File: src/rtl/mmio_write_bridge_if.sv
// Core-side, memory-side and channel-side signals of the MMIO write bridge.
// Ports: slave = bridge view, master = core/memory/consumer view.
interface mmio_write_bridge_if #(
    parameter int NUM_CHANNELS = 4,
    parameter int CH_LSB       = 8
);
    // core data port
    logic [31:0]                    i_addr;
    logic [31:0]                    i_write_data;
    logic [1:0]                     i_data_mask;
    logic                           i_write_en;
    logic                           i_read_en;
    logic [31:0]                    o_read_data;
    logic                           o_stall;
    // data memory port
    logic [31:0]                    o_mem_addr;
    logic [31:0]                    o_mem_write_data;
    logic [1:0]                     o_mem_data_mask;
    logic                           o_mem_write_en;
    logic                           o_mem_read_en;
    logic [31:0]                    i_mem_read_data;
    // per-channel FIFO heads
    logic [NUM_CHANNELS-1:0]        o_ch_valid;
    logic [NUM_CHANNELS*32-1:0]     o_ch_data;
    logic [NUM_CHANNELS*CH_LSB-1:0] o_ch_offset;
    logic [NUM_CHANNELS*2-1:0]      o_ch_mask;
    logic [NUM_CHANNELS-1:0]        i_ch_ready;
    logic                           o_decode_err;

    modport slave (
        input  i_addr, i_write_data, i_data_mask, i_write_en, i_read_en,
        input  i_mem_read_data, i_ch_ready,
        output o_read_data, o_stall,
        output o_mem_addr, o_mem_write_data, o_mem_data_mask,
        output o_mem_write_en, o_mem_read_en,
        output o_ch_valid, o_ch_data, o_ch_offset, o_ch_mask, o_decode_err
    );

    modport master (
        output i_addr, i_write_data, i_data_mask, i_write_en, i_read_en,
        output i_mem_read_data, i_ch_ready,
        input  o_read_data, o_stall,
        input  o_mem_addr, o_mem_write_data, o_mem_data_mask,
        input  o_mem_write_en, o_mem_read_en,
        input  o_ch_valid, o_ch_data, o_ch_offset, o_ch_mask, o_decode_err
    );
endinterface

File: src/rtl/mmio_write_bridge.sv
// MMIO write bridge: routes I/O-window stores into per-channel write FIFOs,
// passes all other accesses to data memory, stalls the core on a full FIFO.
// Ports: clk, rst (async, active-high), bus (mmio_write_bridge_if.slave):
//   core port (addr/data/mask/strobes, read data, stall), memory pass-through,
//   per-channel head valid/data/offset/mask with consumer ready, sticky decode error.
module mmio_write_bridge #(
    parameter int          NUM_CHANNELS = 4,
    parameter int          FIFO_DEPTH   = 4,
    parameter logic [31:0] IO_BASE      = 32'h8000_0000,
    parameter logic [31:0] IO_MASK      = 32'hFFFF_0000,
    parameter int          CH_LSB       = 8
) (
    input logic               clk,
    input logic               rst,
    mmio_write_bridge_if.slave bus
);
    localparam int CH_W  = (NUM_CHANNELS > 1) ? $clog2(NUM_CHANNELS) : 1;
    localparam int PTR_W = $clog2(FIFO_DEPTH);
    localparam int CNT_W = PTR_W + 1;
    localparam int ENT_W = 32 + CH_LSB + 2;

    logic              is_io;
    logic [CH_W-1:0]   ch;
    logic              ch_ok;
    logic              io_wr;
    logic              io_rd;
    logic              derr;

    logic [ENT_W-1:0]  fifo_mem [NUM_CHANNELS][FIFO_DEPTH];
    logic [ENT_W-1:0]  head     [NUM_CHANNELS];
    logic [PTR_W-1:0]  wr_ptr   [NUM_CHANNELS];
    logic [PTR_W-1:0]  rd_ptr   [NUM_CHANNELS];
    logic [CNT_W-1:0]  cnt      [NUM_CHANNELS];

    logic [NUM_CHANNELS-1:0] full;
    logic [NUM_CHANNELS-1:0] empty;
    logic [NUM_CHANNELS-1:0] push;
    logic [NUM_CHANNELS-1:0] pop;

    logic [CNT_W-1:0]  sel_cnt;
    logic              sel_full;
    logic              sel_empty;

    // Address decode
    assign is_io = (bus.i_addr & IO_MASK) == IO_BASE;
    assign ch    = bus.i_addr[CH_LSB +: CH_W];
    assign ch_ok = int'(ch) < NUM_CHANNELS;
    assign io_wr = bus.i_write_en & is_io;
    assign io_rd = bus.i_read_en & is_io;

    // Memory pass-through, no added latency
    assign bus.o_mem_addr       = bus.i_addr;
    assign bus.o_mem_write_data = bus.i_write_data;
    assign bus.o_mem_data_mask  = bus.i_data_mask;
    assign bus.o_mem_write_en   = bus.i_write_en & ~is_io;
    assign bus.o_mem_read_en    = bus.i_read_en & ~is_io;

    // Per-channel flags; a full FIFO refuses the push even if it pops this cycle
    always_comb begin
        full  = '0;
        empty = '0;
        push  = '0;
        pop   = '0;
        for (int c = 0; c < NUM_CHANNELS; c++) begin
            full[c]  = cnt[c] == CNT_W'(FIFO_DEPTH);
            empty[c] = cnt[c] == '0;
            push[c]  = io_wr & ch_ok & (ch == CH_W'(c)) & ~full[c];
            pop[c]   = ~empty[c] & bus.i_ch_ready[c];
        end
    end

    // Status of the addressed channel
    always_comb begin
        sel_cnt   = '0;
        sel_full  = 1'b0;
        sel_empty = 1'b1;
        for (int c = 0; c < NUM_CHANNELS; c++) begin
            if (ch == CH_W'(c)) begin
                sel_cnt   = cnt[c];
                sel_full  = full[c];
                sel_empty = empty[c];
            end
        end
    end

    assign bus.o_stall = io_wr & ch_ok & sel_full;

    always_comb begin
        bus.o_read_data = '0;
        if (!is_io) begin
            bus.o_read_data = bus.i_mem_read_data;
        end else if (ch_ok) begin
            bus.o_read_data = {16'd0, 8'(sel_cnt), 6'd0, sel_full, sel_empty};
        end
    end

    // Pointers, counts and the sticky decode error
    always_ff @(posedge clk or posedge rst) begin
        if (rst) begin
            for (int c = 0; c < NUM_CHANNELS; c++) begin
                wr_ptr[c] <= '0;
                rd_ptr[c] <= '0;
                cnt[c]    <= '0;
            end
            derr <= 1'b0;
        end else begin
            for (int c = 0; c < NUM_CHANNELS; c++) begin
                if (push[c]) wr_ptr[c] <= wr_ptr[c] + PTR_W'(1);
                if (pop[c])  rd_ptr[c] <= rd_ptr[c] + PTR_W'(1);
                cnt[c] <= cnt[c] + CNT_W'(push[c]) - CNT_W'(pop[c]);
            end
            if ((io_wr | io_rd) & ~ch_ok) derr <= 1'b1;
        end
    end

    // Entry storage needs no reset: heads are gated by the reset-cleared counts
    always_ff @(posedge clk) begin
        for (int c = 0; c < NUM_CHANNELS; c++) begin
            if (push[c]) begin
                fifo_mem[c][wr_ptr[c]] <=
                    {bus.i_write_data, bus.i_addr[CH_LSB-1:0], bus.i_data_mask};
            end
        end
    end

    always_comb begin
        bus.o_ch_valid  = '0;
        bus.o_ch_data   = '0;
        bus.o_ch_offset = '0;
        bus.o_ch_mask   = '0;
        for (int c = 0; c < NUM_CHANNELS; c++) begin
            head[c] = fifo_mem[c][rd_ptr[c]];
            bus.o_ch_valid[c] = ~empty[c];
            if (!empty[c]) begin
                bus.o_ch_data[c*32 +: 32]         = head[c][ENT_W-1 -: 32];
                bus.o_ch_offset[c*CH_LSB +: CH_LSB] = head[c][CH_LSB+1 : 2];
                bus.o_ch_mask[c*2 +: 2]           = head[c][1:0];
            end
        end
    end

    assign bus.o_decode_err = derr;
endmodule

File: src/flat_wrapper.sv
// flat-port wrapper written by rule: the top's interface ports become plain ports
module mmio_write_bridge_flat 
#(
    parameter int          NUM_CHANNELS = 4,
    parameter int          FIFO_DEPTH   = 4,
    parameter logic [31:0] IO_BASE      = 32'h8000_0000,
    parameter logic [31:0] IO_MASK      = 32'hFFFF_0000,
    parameter int          CH_LSB       = 8
)
  (clk, rst, bus_i_addr, bus_i_write_data, bus_i_data_mask, bus_i_write_en, bus_i_read_en, bus_i_mem_read_data, bus_i_ch_ready, bus_o_read_data, bus_o_stall, bus_o_mem_addr, bus_o_mem_write_data, bus_o_mem_data_mask, bus_o_mem_write_en, bus_o_mem_read_en, bus_o_ch_valid, bus_o_ch_data, bus_o_ch_offset, bus_o_ch_mask, bus_o_decode_err);
  mmio_write_bridge_if #(.NUM_CHANNELS(NUM_CHANNELS), .CH_LSB(CH_LSB)) bus_i ();
  input logic clk;
  input logic rst;
  input wire logic [$bits(bus_i.i_addr)-1:0] bus_i_addr;
  input wire logic [$bits(bus_i.i_write_data)-1:0] bus_i_write_data;
  input wire logic [$bits(bus_i.i_data_mask)-1:0] bus_i_data_mask;
  input wire logic [$bits(bus_i.i_write_en)-1:0] bus_i_write_en;
  input wire logic [$bits(bus_i.i_read_en)-1:0] bus_i_read_en;
  input wire logic [$bits(bus_i.i_mem_read_data)-1:0] bus_i_mem_read_data;
  input wire logic [$bits(bus_i.i_ch_ready)-1:0] bus_i_ch_ready;
  output wire logic [$bits(bus_i.o_read_data)-1:0] bus_o_read_data;
  output wire logic [$bits(bus_i.o_stall)-1:0] bus_o_stall;
  output wire logic [$bits(bus_i.o_mem_addr)-1:0] bus_o_mem_addr;
  output wire logic [$bits(bus_i.o_mem_write_data)-1:0] bus_o_mem_write_data;
  output wire logic [$bits(bus_i.o_mem_data_mask)-1:0] bus_o_mem_data_mask;
  output wire logic [$bits(bus_i.o_mem_write_en)-1:0] bus_o_mem_write_en;
  output wire logic [$bits(bus_i.o_mem_read_en)-1:0] bus_o_mem_read_en;
  output wire logic [$bits(bus_i.o_ch_valid)-1:0] bus_o_ch_valid;
  output wire logic [$bits(bus_i.o_ch_data)-1:0] bus_o_ch_data;
  output wire logic [$bits(bus_i.o_ch_offset)-1:0] bus_o_ch_offset;
  output wire logic [$bits(bus_i.o_ch_mask)-1:0] bus_o_ch_mask;
  output wire logic [$bits(bus_i.o_decode_err)-1:0] bus_o_decode_err;
  assign bus_i.i_addr = bus_i_addr;
  assign bus_i.i_write_data = bus_i_write_data;
  assign bus_i.i_data_mask = bus_i_data_mask;
  assign bus_i.i_write_en = bus_i_write_en;
  assign bus_i.i_read_en = bus_i_read_en;
  assign bus_i.i_mem_read_data = bus_i_mem_read_data;
  assign bus_i.i_ch_ready = bus_i_ch_ready;
  assign bus_o_read_data = bus_i.o_read_data;
  assign bus_o_stall = bus_i.o_stall;
  assign bus_o_mem_addr = bus_i.o_mem_addr;
  assign bus_o_mem_write_data = bus_i.o_mem_write_data;
  assign bus_o_mem_data_mask = bus_i.o_mem_data_mask;
  assign bus_o_mem_write_en = bus_i.o_mem_write_en;
  assign bus_o_mem_read_en = bus_i.o_mem_read_en;
  assign bus_o_ch_valid = bus_i.o_ch_valid;
  assign bus_o_ch_data = bus_i.o_ch_data;
  assign bus_o_ch_offset = bus_i.o_ch_offset;
  assign bus_o_ch_mask = bus_i.o_ch_mask;
  assign bus_o_decode_err = bus_i.o_decode_err;
  mmio_write_bridge #(.NUM_CHANNELS(NUM_CHANNELS), .FIFO_DEPTH(FIFO_DEPTH), .IO_BASE(IO_BASE), .IO_MASK(IO_MASK), .CH_LSB(CH_LSB)) u_core (.clk(clk), .rst(rst), .bus(bus_i));
endmodule
File: config.mk
export PLATFORM = sky130hd
export DESIGN_NAME = mmio_write_bridge_flat
export DESIGN_NICKNAME = d
export VERILOG_FILES = /design/src/rtl/mmio_write_bridge_if.sv /design/src/rtl/mmio_write_bridge.sv /design/src/flat_wrapper.sv
export SDC_FILE = /design/constraint.sdc
export NUM_CORES = 1
export LEC_CHECK = 0
export CORE_ASPECT_RATIO = 0.5
export CORE_MARGIN = 2
export CORE_UTILIZATION = 45
export DETAILED_ROUTE_END_ITERATION = 8
export MAX_ROUTING_LAYER = met4
export PLACE_DENSITY = 0.64
export SYNTH_ARGS = -nofsm -noshare
export SYNTH_HDL_FRONTEND = slang
export SYNTH_SLANG_ARGS = --single-unit
File: constraint.sdc
create_clock -name clk -period 3.28 [get_ports clk]
set_input_delay 0.656 -clock clk [delete_from_list [all_inputs] [get_ports clk]]
set_output_delay 0.656 -clock clk [all_outputs]
set_load 0.05 [all_outputs]
* Yosys cells after proc, flatten, opt, wreduce, memory -nomap -nowiden
Memory sizes are Yosys's and may differ from the RTL's.
Index checks and enable logic that the tools add are counted.
** Cells by class
- Add/subtract/negate cells :: 16
- Multiply operators :: 0
- Div/mod/pow operators :: 0
- Magnitude comparators :: 12
- Equal/unequal tests :: 8
- Shift-type cells :: 0
- Multiplexer cells :: 62
- Bitwise operators :: 33
- Reduce and logical (&&, ||, !) cells :: 12
** Operators with widths (number)
- 2-to-1 mux 168 bit :: 10
- 2-to-1 mux 42 bit :: 12
- OR reduction 168 bit :: 3
- binary-select mux 42 bit (select 2 bit) :: 4
- demux 42 bit (select 2 bit) :: 4
- 2-to-1 mux 32 bit :: 5
- 2-to-1 mux 8 bit :: 4
- greater-or-equal comparator 3 bit, second input constant :: 8
- inverter 2 -> 3 bit :: 8
- adder 2 x 1 -> 2 bit, second input constant :: 8
- bitwise AND 1 bit :: 16
- == test 16 bit, second input constant :: 1
- 2-to-1 mux 2 bit :: 7
- adder 3 x 1 -> 3 bit :: 4
- == test 3 bit, second input constant :: 4
- logical NOT 3 bit :: 4
- < comparator 3 x 1 -> 1 bit, second input constant :: 4
- 2-to-1 mux 1 bit :: 12
- 2-to-1 mux 3 bit :: 4
- subtractor 3 x 1 -> 3 bit :: 4
- inverter 1 bit :: 9
- == test 2 bit, second input constant :: 2
- logical AND 1 bit :: 4
- == test 2 x 1 -> 1 bit, second input constant :: 1
- logical NOT 2 bit :: 1
** Storage, ports and cells
- Bits in registers :: 28
- Latch bits :: 0
- Memory bits (writable) :: 672
- ROM bits :: 0
- Bits of input ports :: 106
- Output and inout port bits :: 274
- Memories kept :: 1
** Memory list
- u_core.fifo_mem :: depth 4, width 168, rd ports 4, clocked after Yosys merged registers in 0, write ports 1, line mmio_write_bridge.sv:29 : logic [ENT_W-1:0] fifo_mem [NUM_CHANNELS][FIFO_DEPTH];

* Longest topological paths before layout
- Depth after elaboration :: 10
- Depth in mapped cells :: 10

* Least setup slack after synthesis
No wires, ideal clock.
- Path kind :: input to output
- Start point :: in bus_i_addr[18]
- End point :: out bus_o_read_data[1]
- Arrival :: 2729 ps
- Slack :: -105 ps
- Stages :: 3
- Cell sequence :: nor4_1 nand4_1 o31ai_1
** On the way
- Longest elaborated chain between the ends :: 2
** Ends and longest elaborated chain
- start: declaration :: line flat_wrapper.sv:14 : input wire logic [$bits(bus_i.i_addr)-1:0] bus_i_addr;
- == test 16 bit :: line mmio_write_bridge.sv:45 : assign is_io = (bus.i_addr & IO_MASK) == IO_BASE;
- 2-to-1 mux 32 bit :: line mmio_write_bridge.sv:90 : if (!is_io) begin
- end: declaration :: line flat_wrapper.sv:21 : output wire logic [$bits(bus_i.o_read_data)-1:0] bus_o_read_data;
Every way passes these cells.

* Worst setup path in the final report
- Start point :: reg u_core.cnt[4] (netlist bit)
- End point :: out bus_o_read_data[0]
** On the way
- Longest elaborated chain between the ends :: 4
** Ends and longest elaborated chain
- start: declaration :: line mmio_write_bridge.sv:33 : logic [CNT_W-1:0] cnt [NUM_CHANNELS];
- start signal: indexed assignment :: line mmio_write_bridge.sv:110 : cnt[c] <= cnt[c] + CNT_W'(push[c]) - CNT_W'(pop[c]);
- logical NOT 3 bit :: line mmio_write_bridge.sv:66 : empty[c] = cnt[c] == '0;
- 2-to-1 mux 1 bit (2 in a row) :: line mmio_write_bridge.sv:78 : if (ch == CH_W'(c)) begin
- 2-to-1 mux 32 bit :: line mmio_write_bridge.sv:90
Every way passes these cells.

==> out/metrics.cfg <==
[sta]
finalHoldWorstSlack_ns = 0.5258
slew_headroom_pct = 50.01
grt_setup_unrepaired = yes
finalSetupViolations = 0
maxSlewViolCount = 0
post-route-min-period_ns = 3.225
tightest_slew_ns = 0.7491
period_share_pct = 98.32
hold_violations = 0
setup_ws_ns = 0.05504
upper_clock_frequency_limit_mhz = 310.1
fin_worst_skew_ns = 0.01537

[die]
die_width_um = 356.3
die_area_mm2 = 0.06420
std_cell_rows = 64
io_pins = 380
floorplan.die.height_um = 180.2
area_of_the_core_region_mm2 = 0.06126
initial_core_util_pct = 45.60

[pwr]
maximum_vdd_ir_drop_mv = 0.5420
total_power_w = 0.03071
leakage_power_of_the_design_nw = 11.91
p_per_area_mw_per_mm2 = 881.2

[synthesis]
netlist.top_cell.by_area = sky130_fd_sc_hd__edfxtp_1
synth_cell_types = 34
ys_seq_area_share_pct = 74.75
yosysTopAreaCellShare_pct = 72.24
ys.flop_type = sky130_fd_sc_hd__edfxtp_1
synth-async-reset-ratio_pct = 4.000
synth_most_common_cell = sky130_fd_sc_hd__edfxtp_1
synth_top_cells_by_area = sky130_fd_sc_hd__edfxtp_1, sky130_fd_sc_hd__mux4_2, sky130_fd_sc_hd__and2_1
synthTopCellsByCount = sky130_fd_sc_hd__edfxtp_1, sky130_fd_sc_hd__and2_1, sky130_fd_sc_hd__mux4_2, sky130_fd_sc_hd__buf_4, sky130_fd_sc_hd__clkbuf_1
synth-seq-cells = 700
syn-num-nets = 1477
synth_enable_flop_cells = 672
syn-mean-instance-area_um2 = 20.80
postSynthCellCount = 1343
synth-warning-count = 0
syn-cell-area_mm2 = 0.02793

[final_layout]
num-nets-final = 1890
post_layout_nonfiller_instances = 2631
n_antenna_cell = 0
layout-drive-gt1-share_pct = 30.79
area_growth_pct = 24.74

[placed_design]
half_perimeter_wire_length_after_detailed_placement_mm = 44.16
port_buffers = 366
detailedPlace.worstSlack_ns = 0.01530
placed_cells_incl_taps = 2509
gpl.final_weighted_congestion = 0.8707

[critical_path]
worst_path_max_delay_cell = sky130_fd_sc_hd__mux4_2
crit_end = bus_o_read_data[0]
worstReg2RegEnd = u_core.cnt[8]
timing.critical_path.slowest_cell_delay_ns = 0.51
critical_path.reg2reg.startpoint = u_core.cnt[7]
critical_path_class = register to output pin
reg2reg_slack_ns = 0.56
timing.critical_path.depth = 5
critPathMaxFanout = 36
path_common_cell = sky130_fd_sc_hd__buf_12
timing.critical_path.from = u_core.cnt[4]
critical_path_buf_inv_count = 2
critPathTopFamily = multiplexers
timing.critical_path.to_type = output pin
r2r.worst_path.cells = 10
crit_chain = or3_4 -> buf_12 -> mux4_2 -> o21ai_4 -> buf_12
worst_ep_required_time_ns = 2.62
timing.critical_path.from_type = register
worst_ep_arrival_time_ns = 2.57

[routing]
remaining_drc_errors = 0
avgRoutedWirePerCell_um = 25.22
route.detailed.vias_per_inst = 5.284
detail_route.first_pass.iterations = 5
dr_total_vias = 13900
route.antenna.remaining_nets = 0
drt_wl_total_mm = 66.35
drt-initial-drc-count = 1211

[status]
result_of_the_run = completed

[global_routing]
pin_count_of_the_biggest_net_entering_global_routing = 37
grt_antenna_before_repair = 0
grt_pass1_vias = 14910
grt_pass1_wl_mm = 98.84
total_global_routing_overflow = 0
grt_use_total_pct = 21.52

[clocking]
cts.sink_count = 700
cts_tree = done
clk_pin_slew_ns = 0.07
cts_inserted_buffers = 60
ctsHtreeMaxLevel = 2
clockBufferDepth = 3
worstSkewPairLatency_ns = 0.62
clock_tree.root_cell = sky130_fd_sc_hd__clkbuf_16

[worst_hold_path]
hold_class = input port to asynchronous set/reset pin

[flow_run]
cap_violations = 0

[stage by stage]
step           util [%]  area [µm²]  setup TNS, ns
2_1_floorplan         -       27940              0
5_1_grt           56.88       34840       -0.07903
3_3_place_gp      53.83       32970              0
3_5_place_dp      53.83       32970              0
6_report          56.88       34840              0
4_1_cts           56.97       34900              0
[cells in the final DEF, fill, tap and decap left out, types with 5 or more instances in the layout]
cell type	synthesis	final
sky130_fd_sc_hd__buf_4	67	176
sky130_fd_sc_hd__dfrtp_1	28	19
sky130_fd_sc_hd__xor2_1	5	5
sky130_fd_sc_hd__clkinv_1	0	15
sky130_fd_sc_hd__ha_1	24	24
sky130_fd_sc_hd__edfxtp_1	672	672
sky130_fd_sc_hd__clkbuf_16	0	61
sky130_fd_sc_hd__buf_12	0	45
sky130_fd_sc_hd__nand2_1	11	11
sky130_fd_sc_hd__xnor2_1	15	15
sky130_fd_sc_hd__clkdlybuf4s50_1	0	135
sky130_fd_sc_hd__bufinv_16	0	7
sky130_fd_sc_hd__clkbuf_2	0	24
sky130_fd_sc_hd__clkinv_2	0	12
sky130_fd_sc_hd__dfrtp_4	0	5
sky130_fd_sc_hd__mux2_2	5	5
sky130_fd_sc_hd__dlygate4sd2_1	0	98
sky130_fd_sc_hd__mux4_2	172	172
sky130_fd_sc_hd__inv_1	25	25
sky130_fd_sc_hd__and2_1	217	201
sky130_fd_sc_hd__and2_2	0	16
sky130_fd_sc_hd__clkbuf_1	45	9
[routing by layer]
metal	vias to the layer above	GRT usage [%]	routed length, µm
met5	-	-	0
met1	7423	28.64	27860
met4	0	4.473	1233
li1	6044	-	-
met3	74	2.987	2882
met2	362	35.71	34380
[repair_timing]
| action | CTS | global route |
|---|---|---|
| pin swaps | 1 | 2 |
| endpoints found under the setup margin | 147 | 32 |
| buffers inserted | 9 | 1 |
| hold buffers | 0 | 0 |
| gates resized for setup | 139 | 53 |
| endpoints found under the hold margin | 0 | 0 |
[area by class of cell]
class / instances / area [µm²]
flip-flops and latches: 700 / 20900
repair buffers: 483 / 4608
clock inverters: 42 / 391.6
clock buffers: 70 / 1560
multi-input cells: 486 / 6255
fillers: 4601 / 26410
well taps: 825 / 1032
inverters: 25 / 93.84
[report_power, final]
part	total, W	switching [W]	internal [W]
combinational	0.0134	0.00867	0.00468
clock	0.00709	0.00314	0.00396
sequential	0.0103	0.000315	0.00995
[worst min path at each step]
stage | end | slack (ns)
final | u_core.cnt[3] | 0.53
after global routing | u_core.cnt[10] | 0.56
after CTS | u_core.cnt[3] | 0.52
after detailed placement | u_core.cnt[8] | 0.53
after global placement | u_core.wr_ptr[7] | 0.52
after floorplan | u_core.cnt[8] | 0.48
[kinds of logic after synthesis]
group,Yosys count,share of synthesized area (%)
xor gates and xnor gates,20,0.6271
buffers and inverters,157,3.100
and+or+nand+nor,252,5.845
AOI/OAI and AO/OA,6,0.1523
other,1,0.01342
adders and majority gates,28,1.362
muxes,179,14.15
DFF,700,74.75
[registers in the layout, summed over array words and instances (netlist names)]
name / flops
u_core.fifo_mem: 672
u_core.cnt: 12
u_core.rd_ptr: 8
u_core.wr_ptr: 8
Note: power is estimated with default switching activity, not from simulation.
